--- src/rtl/wb_cdb_arbiter_pkg.sv ---
// Shared types for the writeback/CDB arbiter: FU identifiers and the writeback packet.
package wb_cdb_arbiter_pkg;

   localparam int WB_N_FU = 3;

   typedef enum logic [1:0] {
      FU_ALU = 2'd0,
      FU_BR  = 2'd1,
      FU_LSU = 2'd2
   } fu_id_e;

   typedef struct packed {
      logic        rd_we;
      logic [5:0]  prd;
      logic [31:0] rd_val;
      logic [5:0]  rob_idx;
      fu_id_e      src_fu;
   } wb_packet_t;

endpackage

--- src/rtl/wb_cdb_arbiter_rr.sv ---
// Round-robin arbiter: scans req upward from rr_ptr; owns the rotating pointer.
module rr_arbiter #(
   parameter int N = 3
) (
   input  logic                 clk,
   input  logic                 rst,
   input  logic [N-1:0]         req,
   input  logic                 advance,
   input  logic [$clog2(N)-1:0] grant_idx,
   output logic [N-1:0]         gnt,
   output logic [$clog2(N)-1:0] gnt_idx,
   output logic                 any
);

   localparam int IW = $clog2(N);

   logic [IW-1:0] rr_ptr;

   always_comb begin
      int k;
      gnt     = '0;
      gnt_idx = '0;
      any     = 1'b0;
      for (int i = 0; i < N; i++) begin
         k = int'(rr_ptr) + i;
         if (k >= N) k = k - N;
         if (!any && req[k]) begin
            any     = 1'b1;
            gnt[k]  = 1'b1;
            gnt_idx = IW'(k);
         end
      end
   end

   // The pointer moves to one past the winner, so the winner becomes lowest priority.
   always_ff @(posedge clk or posedge rst) begin
      if (rst)
         rr_ptr <= '0;
      else if (advance)
         rr_ptr <= (grant_idx == IW'(N - 1)) ? '0 : grant_idx + 1'b1;
   end

endmodule

--- src/rtl/wb_cdb_arbiter.sv ---
// Writeback/CDB port arbiter: round-robin grant into a one-entry output register.
// Optional performance counters are built when WB_ARB_PERF_EN is defined.
module wb_cdb_arbiter
   import wb_cdb_arbiter_pkg::*;
#(
   parameter int N_FU  = WB_N_FU,
   parameter int CNT_W = 32
) (
   input  logic                       clk_i,
   input  logic                       reset_i,
   input  logic                       flush_i,
   input  logic [N_FU-1:0]            fu_valid_i,
   input  wb_packet_t [N_FU-1:0]      fu_packet_i,
   output logic [N_FU-1:0]            fu_ready_o,
   output logic                       wb_valid_o,
   input  logic                       wb_ready_i,
   output wb_packet_t                 wb_packet_o
`ifdef WB_ARB_PERF_EN
   ,
   output logic [N_FU-1:0][CNT_W-1:0] grant_cnt_o,
   output logic [CNT_W-1:0]           stall_cnt_o
`endif
);

   localparam int IW = $clog2(N_FU);

   logic            load_en;
   logic            fire;
   logic            any;
   logic [N_FU-1:0] gnt;
   logic [IW-1:0]   gnt_idx;
   wb_packet_t      nxt_packet;

   // Reset also blocks acceptance so no FU sees a handshake while the block is held.
   assign load_en    = !reset_i && !flush_i && (!wb_valid_o || wb_ready_i);
   assign fu_ready_o = load_en ? gnt : '0;
   assign fire       = load_en && any;

   rr_arbiter #(.N(N_FU)) u_rr (
      .clk       (clk_i),
      .rst       (reset_i),
      .req       (fu_valid_i),
      .advance   (fire),
      .grant_idx (gnt_idx),
      .gnt       (gnt),
      .gnt_idx   (gnt_idx),
      .any       (any)
   );

   always_comb begin
      nxt_packet        = fu_packet_i[gnt_idx];
      nxt_packet.src_fu = fu_id_e'(gnt_idx);
   end

   always_ff @(posedge clk_i or posedge reset_i) begin
      if (reset_i) begin
         wb_valid_o  <= 1'b0;
         wb_packet_o <= '0;
      end else if (flush_i) begin
         wb_valid_o  <= 1'b0;
      end else if (fire) begin
         wb_valid_o  <= 1'b1;
         wb_packet_o <= nxt_packet;
      end else if (wb_ready_i) begin
         wb_valid_o  <= 1'b0;
      end
   end

`ifdef WB_ARB_PERF_EN
   always_ff @(posedge clk_i or posedge reset_i) begin
      if (reset_i) begin
         grant_cnt_o <= '0;
         stall_cnt_o <= '0;
      end else begin
         if (fire)
            grant_cnt_o[gnt_idx] <= grant_cnt_o[gnt_idx] + 1'b1;
         if (|fu_valid_i && !load_en && !flush_i)
            stall_cnt_o <= stall_cnt_o + 1'b1;
      end
   end
`else
`endif

   a_ready_onehot: assert property (@(posedge clk_i) disable iff (reset_i)
      $onehot0(fu_ready_o));

   a_hold_stable: assert property (@(posedge clk_i) disable iff (reset_i)
      (wb_valid_o && !wb_ready_i && !flush_i) |=> $stable(wb_packet_o));

   a_valid_known: assert property (@(posedge clk_i) disable iff (reset_i)
      !$isunknown(wb_valid_o));

endmodule
--- config.mk ---
export PLATFORM = sky130hd
export DESIGN_NAME = wb_cdb_arbiter
export DESIGN_NICKNAME = d
export VERILOG_FILES = /design/src/rtl/wb_cdb_arbiter_pkg.sv /design/src/rtl/wb_cdb_arbiter_rr.sv /design/src/rtl/wb_cdb_arbiter.sv
export SDC_FILE = /design/constraint.sdc
export NUM_CORES = 1
export LEC_CHECK = 0
export CAP_MARGIN = 20
export CORE_ASPECT_RATIO = 0.75
export CORE_MARGIN = 4
export CORE_UTILIZATION = 40
export CTS_CLUSTER_SIZE = 10
export DETAILED_ROUTE_END_ITERATION = 7
export PLACE_DENSITY = 0.84
export SYNTH_ARGS = -nofsm -noshare
export SYNTH_HDL_FRONTEND = slang
export SYNTH_SLANG_ARGS = --single-unit
--- constraint.sdc ---
create_clock -name clk_i -period 4.8 [get_ports clk_i]
set_input_delay 1.44 -clock clk_i [delete_from_list [all_inputs] [get_ports clk_i]]
set_output_delay 1.44 -clock clk_i [all_outputs]
set_load 0.01 [all_outputs]
After elaboration in Yosys (flattened, before gate mapping)
Index checks and enable logic that the tools add are counted.
- bits in registers: 50
- bits in latches: 0
- memory bits (writable): 0
- memory bits (read-only): 0
- input port bits: 148
- memories kept: 0
- add/sub/neg operators: 6
- multipliers: 0
- div/mod/pow operators: 0
- order comparisons: 10
- equal/unequal tests: 1
- shift-type cells: 0
- muxes and demuxes: 34
- bitwise operators: 3
- reduce and logical (&&, ||, !) cells: 16
- operators by type and width (cell ; count):
    >= comparator 32 x 1 -> 1 bit, second input constant ; 3
    < comparator 32 x 4 -> 1 bit, second input constant ; 3
    two-way mux 32 bit ; 3
    binary-select mux 47 bit (select 2 bit) ; 1
    >= comparator 32 x 3 -> 1 bit, second input constant ; 2
    subtractor 32 x 3 -> 32 bit, second input constant ; 2
    two-way mux 47 bit ; 1
    two-way mux 1 bit ; 15
    two-way mux 3 bit ; 4
    logical AND 1 bit ; 8
    two-way mux 2 bit ; 4
    binary-select mux 1 bit (select 2 bit) ; 3
    demux 1 bit (select 2 bit) ; 3
    OR 3 bit ; 2
    zero test 1 bit ; 5
    adder 2 x 1 -> 3 bit, second input constant ; 1
    adder 2 x 2 -> 3 bit, second input constant ; 1
    < comparator 2 x 3 -> 1 bit, second input constant ; 1
    nonzero test 3 bit ; 1
    subtractor 2 x 2 -> 3 bit, second input constant ; 1
    adder 2 x 1 -> 2 bit, second input constant ; 1
    == test 2 bit, second input constant ; 1
    >= comparator 2 bit, second input constant ; 1
    AND reduction 2 bit ; 1
    2 further kinds ; 2

Longest topological paths before layout
- depth in word-level cells: 15
- mapped depth: 11
- mapped depth without buffers: 7

Hierarchy
A second synthesis with hierarchy kept.
- cells, all modules: 275
- area, all modules: 3329.4 µm²
- modules (own cells, without submodules) (module ; instances ; cells an instance ; area each (µm²) ; sequential area each (µm²)):
    wb_cdb_arbiter ; 1 ; 215 ; 2871.5 ; 1201.2
    rr_arbiter ; 1 ; 60 ; 457.9 ; 50.0

Least setup slack after synthesis
OpenSTA, ideal clock, no wires.
- kind: in2out
- start point: input port fu_valid_i[0]
- end point: output port fu_ready_o[0]
- data arrival time: 2.453 ns
- data required time: 3.360 ns
- setup slack: 0.907 ns
- stages on the path: 6
- buffers on the path: 1
- cell sequence: buf_2 > nor2b_1 > a32oi_1 > o21ai_0 > a21oi_1 > a211oi_1
- longest elaborated chain between the ends: 11
- elaborated cells between the ends (all ways): 21
- ends and longest elaborated chain (what ; line ; text):
    start: declaration ; wb_cdb_arbiter.sv:12 ; input logic [N_FU-1:0] fu_valid_i,
    binary-select mux 1 bit (select 2 bit) ; wb_cdb_arbiter_rr.sv:27 ; if (!any && req[k]) begin
    two-way mux 1 bit (implied by the code) (2 in series) ; wb_cdb_arbiter_rr.sv:27 ;
    two-way mux 1 bit ; wb_cdb_arbiter_rr.sv:27 ;
    zero test 1 bit ; wb_cdb_arbiter_rr.sv:27 ;
    logical AND 1 bit ; wb_cdb_arbiter_rr.sv:27 ;
    two-way mux 1 bit ; wb_cdb_arbiter_rr.sv:27 ;
    zero test 1 bit ; wb_cdb_arbiter_rr.sv:27 ;
    logical AND 1 bit ; wb_cdb_arbiter_rr.sv:27 ;
    two-way mux 3 bit (*) ; wb_cdb_arbiter_rr.sv:27 ;
    two-way mux 3 bit (*) ; wb_cdb_arbiter.sv:36 ; assign fu_ready_o = load_en ? gnt : '0;
    end: declaration ; wb_cdb_arbiter.sv:14 ; output logic [N_FU-1:0] fu_ready_o,
Every way passes the cells marked *; elsewhere a longest branch is shown, timed or not. The select of a mux whose other input is x is not followed.

Worst setup path after layout
- start point: input port fu_valid_i[0]
- end point: output port fu_ready_o[1]
Same word-level chain as after synthesis.

==> reports/qor.txt <==
Starting Density = 42.2%
cells after synthesis = 333
drt pass-1 iters = 4
setup TNS = 0 ns
clk slew on worst S/H paths = 0.06 ns
detailed-route via count = 3362
htree depth = 2
xor-xnor portion of the synthesized cell area = 0%
Antenna Cells = 0
GP Congestion = 0.915
DR iter-0 viols = 158
Startpoint Class = primary input
max-slew violation count = 0
HPWL after detailed placement = 8.62 mm
power density over the cells = 563 nW/um^2
commonest non-fill, non-tap cell in the layout = clkdlybuf4s50_1
wire length per cell = 18.3 um
LEAKAGE = 2.46 nW
first-pass GRT wire length = 17.5 mm
largest family of logic cells by synthesized area = compound AO/OA/AOI/OAI gates
RSZ-0062 raised after global routing = no
GRT Util Overall = 21.8%
Ys Warns = 0
largest net degree at the start of global routing = 51
share of cells above drive strength 1 = 15.0%
Yosys cell types = 45
CTS Buffer Depth = 2
final hold violations = 0
max-cap viol count = 0
Avg Cell Area, Syn = 10.3 um^2
minimum clock period = 4.68 ns
I/O Buffers = 192
Synth Area in Simple Gates = 16.3%
sequential fraction of the synthesis area = 36.5%
Post-synth EDFFs = 0
Crit Path Category = in2out
Nets = 673
insertion delay to the later sink of the worst-skew pair = 0.28 ns
number of top-level pins = 199
area grow syn2layout = 62.4%
Die Width = 115 um
post-DR vias/cell = 5.37
crit path DAT = 3.24 ns
site row count = 28
Worst setup EP type = output port
most frequent cells in the layout = clkdlybuf4s50_1 (188), nand2_1 (51), dfrtp_1 (50)
final setup fails = 0
placed insts = 617
drt drc = 0
multiplexer share of the synthesized area = 15.0%
outcome = complete, no violations
Hold WC Path Type = reg2reg
final worst path period share = 97.6%
Num CTS Buffers = 5
Compound-Gate Fraction of Synth Area = 22.5%
normalized max-slew margin = 43.3%
required time worst endpoint = 3.36 ns
clk_skew = 0.00719 ns
initial antenna violation count = 0
Cell Area, Synth = 3430 um^2
Layout Cells excl Fill = 626
Syn Nets = 485
CTS tree = yes
maximum vdd ir drop = 0.367 mV
Die Y = 88.2 um
Die ar. = 10100 um^2
Adder-Cell Fraction of Synth Area = 1.46%
FF+latch count, synth = 50
total grt overflow = 0
CTS root buf = clkbuf_16
Core Area = 8130 um^2
ANT nets after route = 0
vias in the first global route = 3552
crit path max fanout = 4
CTS Sinks = 50
pre-CTS WS = -0.0290 ns
ys async rst share = 100%
worst-margin pin slew = 0.850 ns
final wirelength = 11.5 mm
final worst setup slack = 0.117 ns
fmax = 214 MHz
Main synth FF type = dfrtp_1
==> cells by family (layout without fill, tap and decap cells) <==
logic type / Yosys count / count (layout)
compound gates: 73 / 73
flops: 50 / 50
buf+inv: 37 / 225
mux: 50 / 50
fa+ha+maj: 4 / 4
simple gates: 119 / 119
==> per-stage QoR <==
step                hold slack, ns  power [mW]  util, %  instance area [um^2]
floorplan                    0.520        2.10        -                  3430
global placement             0.469        2.71     66.2                  5380
detailed placement           0.472        2.78     66.2                  5380
CTS                          0.487        3.13     67.9                  5520
global route                 0.515        3.33     68.5                  5570
finish                       0.483        3.13     68.5                  5570
==> cell type report <==
type | instances | area (um^2)
clock buffer | 6 | 129
inverter | 8 | 30.0
sequential | 50 | 1250
clock inverter | 1 | 7.51
timing repair buffer | 210 | 2120
fill | 634 | 2560
tap | 105 | 131
multi-input combinational | 246 | 1900
==> registers in the layout, summed over array words and instances (netlist names) <==
register / flops
wb_valid_o: 1
wb_packet_o: 47
u_rr.rr_ptr: 2
==> power by group <==
part | total (mW) | internal, mW | switching (mW)
logic | 2.06 | 1.01 | 1.05
clock network | 0.342 | 0.191 | 0.151
registers | 0.735 | 0.624 | 0.112
==> layer usage <==
metal	GRT usage, %	part of all wire [%]	wire [um]
met1	25.6	41	4750
met2	40.1	49	5630
met3	6.08	8.8	1010
met4	4.37	0.63	72
met5	0	0	0
==> what timing repair did <==
action	CTS	global route
setup endpoints to repair	2	2
hold buffers	0	0
setup buffers	0	0
resized for setup	2	3
==> cell usage after synthesis, drive strengths merged, types with 3 or more instances <==
| master | number | share of area (%) |
|---|---|---|
| nand2 | 52 | 5.8 |
| dfrtp | 50 | 36 |
| mux2i | 49 | 15 |
| nand3 | 45 | 6.6 |
| o211ai | 45 | 16 |
| buf | 22 | 6.6 |
| inv | 8 | 0.88 |
| clkbuf | 7 | 0.77 |
| o21ai | 7 | 1.4 |
| a21oi | 5 | 0.73 |
| nand2b | 5 | 0.91 |
| nor2 | 5 | 0.55 |
| ha | 4 | 1.5 |
| nor2b | 4 | 0.73 |
| a21o | 3 | 0.66 |
==> worst max-delay path, stage by stage <==
cell and delay, ns:
clkdlybuf4s50_1 0.53, buf_4 0.14, mux2i_4 0.07, o21ai_4 0.18, o21bai_1 0.14, a21oi_1 0.06, nor2_1 0.14, clkdlybuf4s50_1 0.55
==> worst paths after layout <==
path	start	endpoint	slack (ns)	depth (start not counted)
max	fu_valid_i[0]	fu_ready_o[1]	0.12	8
min	wb_packet_o[5]$_DFFE_PP0P_	wb_packet_o[5]$_DFFE_PP0P_	0.48	2
max reg2reg	u_rr.rr_ptr[1]$_DFFE_PP0P_	wb_packet_o[29]$_DFFE_PP0P_	1.84	9
min reg2reg	wb_packet_o[5]$_DFFE_PP0P_	wb_packet_o[5]$_DFFE_PP0P_	0.48	2
max in group asynchronous	reset_i	u_rr.rr_ptr[0]$_DFFE_PP0P_	2.92	3
min in group asynchronous	reset_i	wb_valid_o$_DFFE_PP0P_	1.40	2
(Power assumes the default switching activity.)
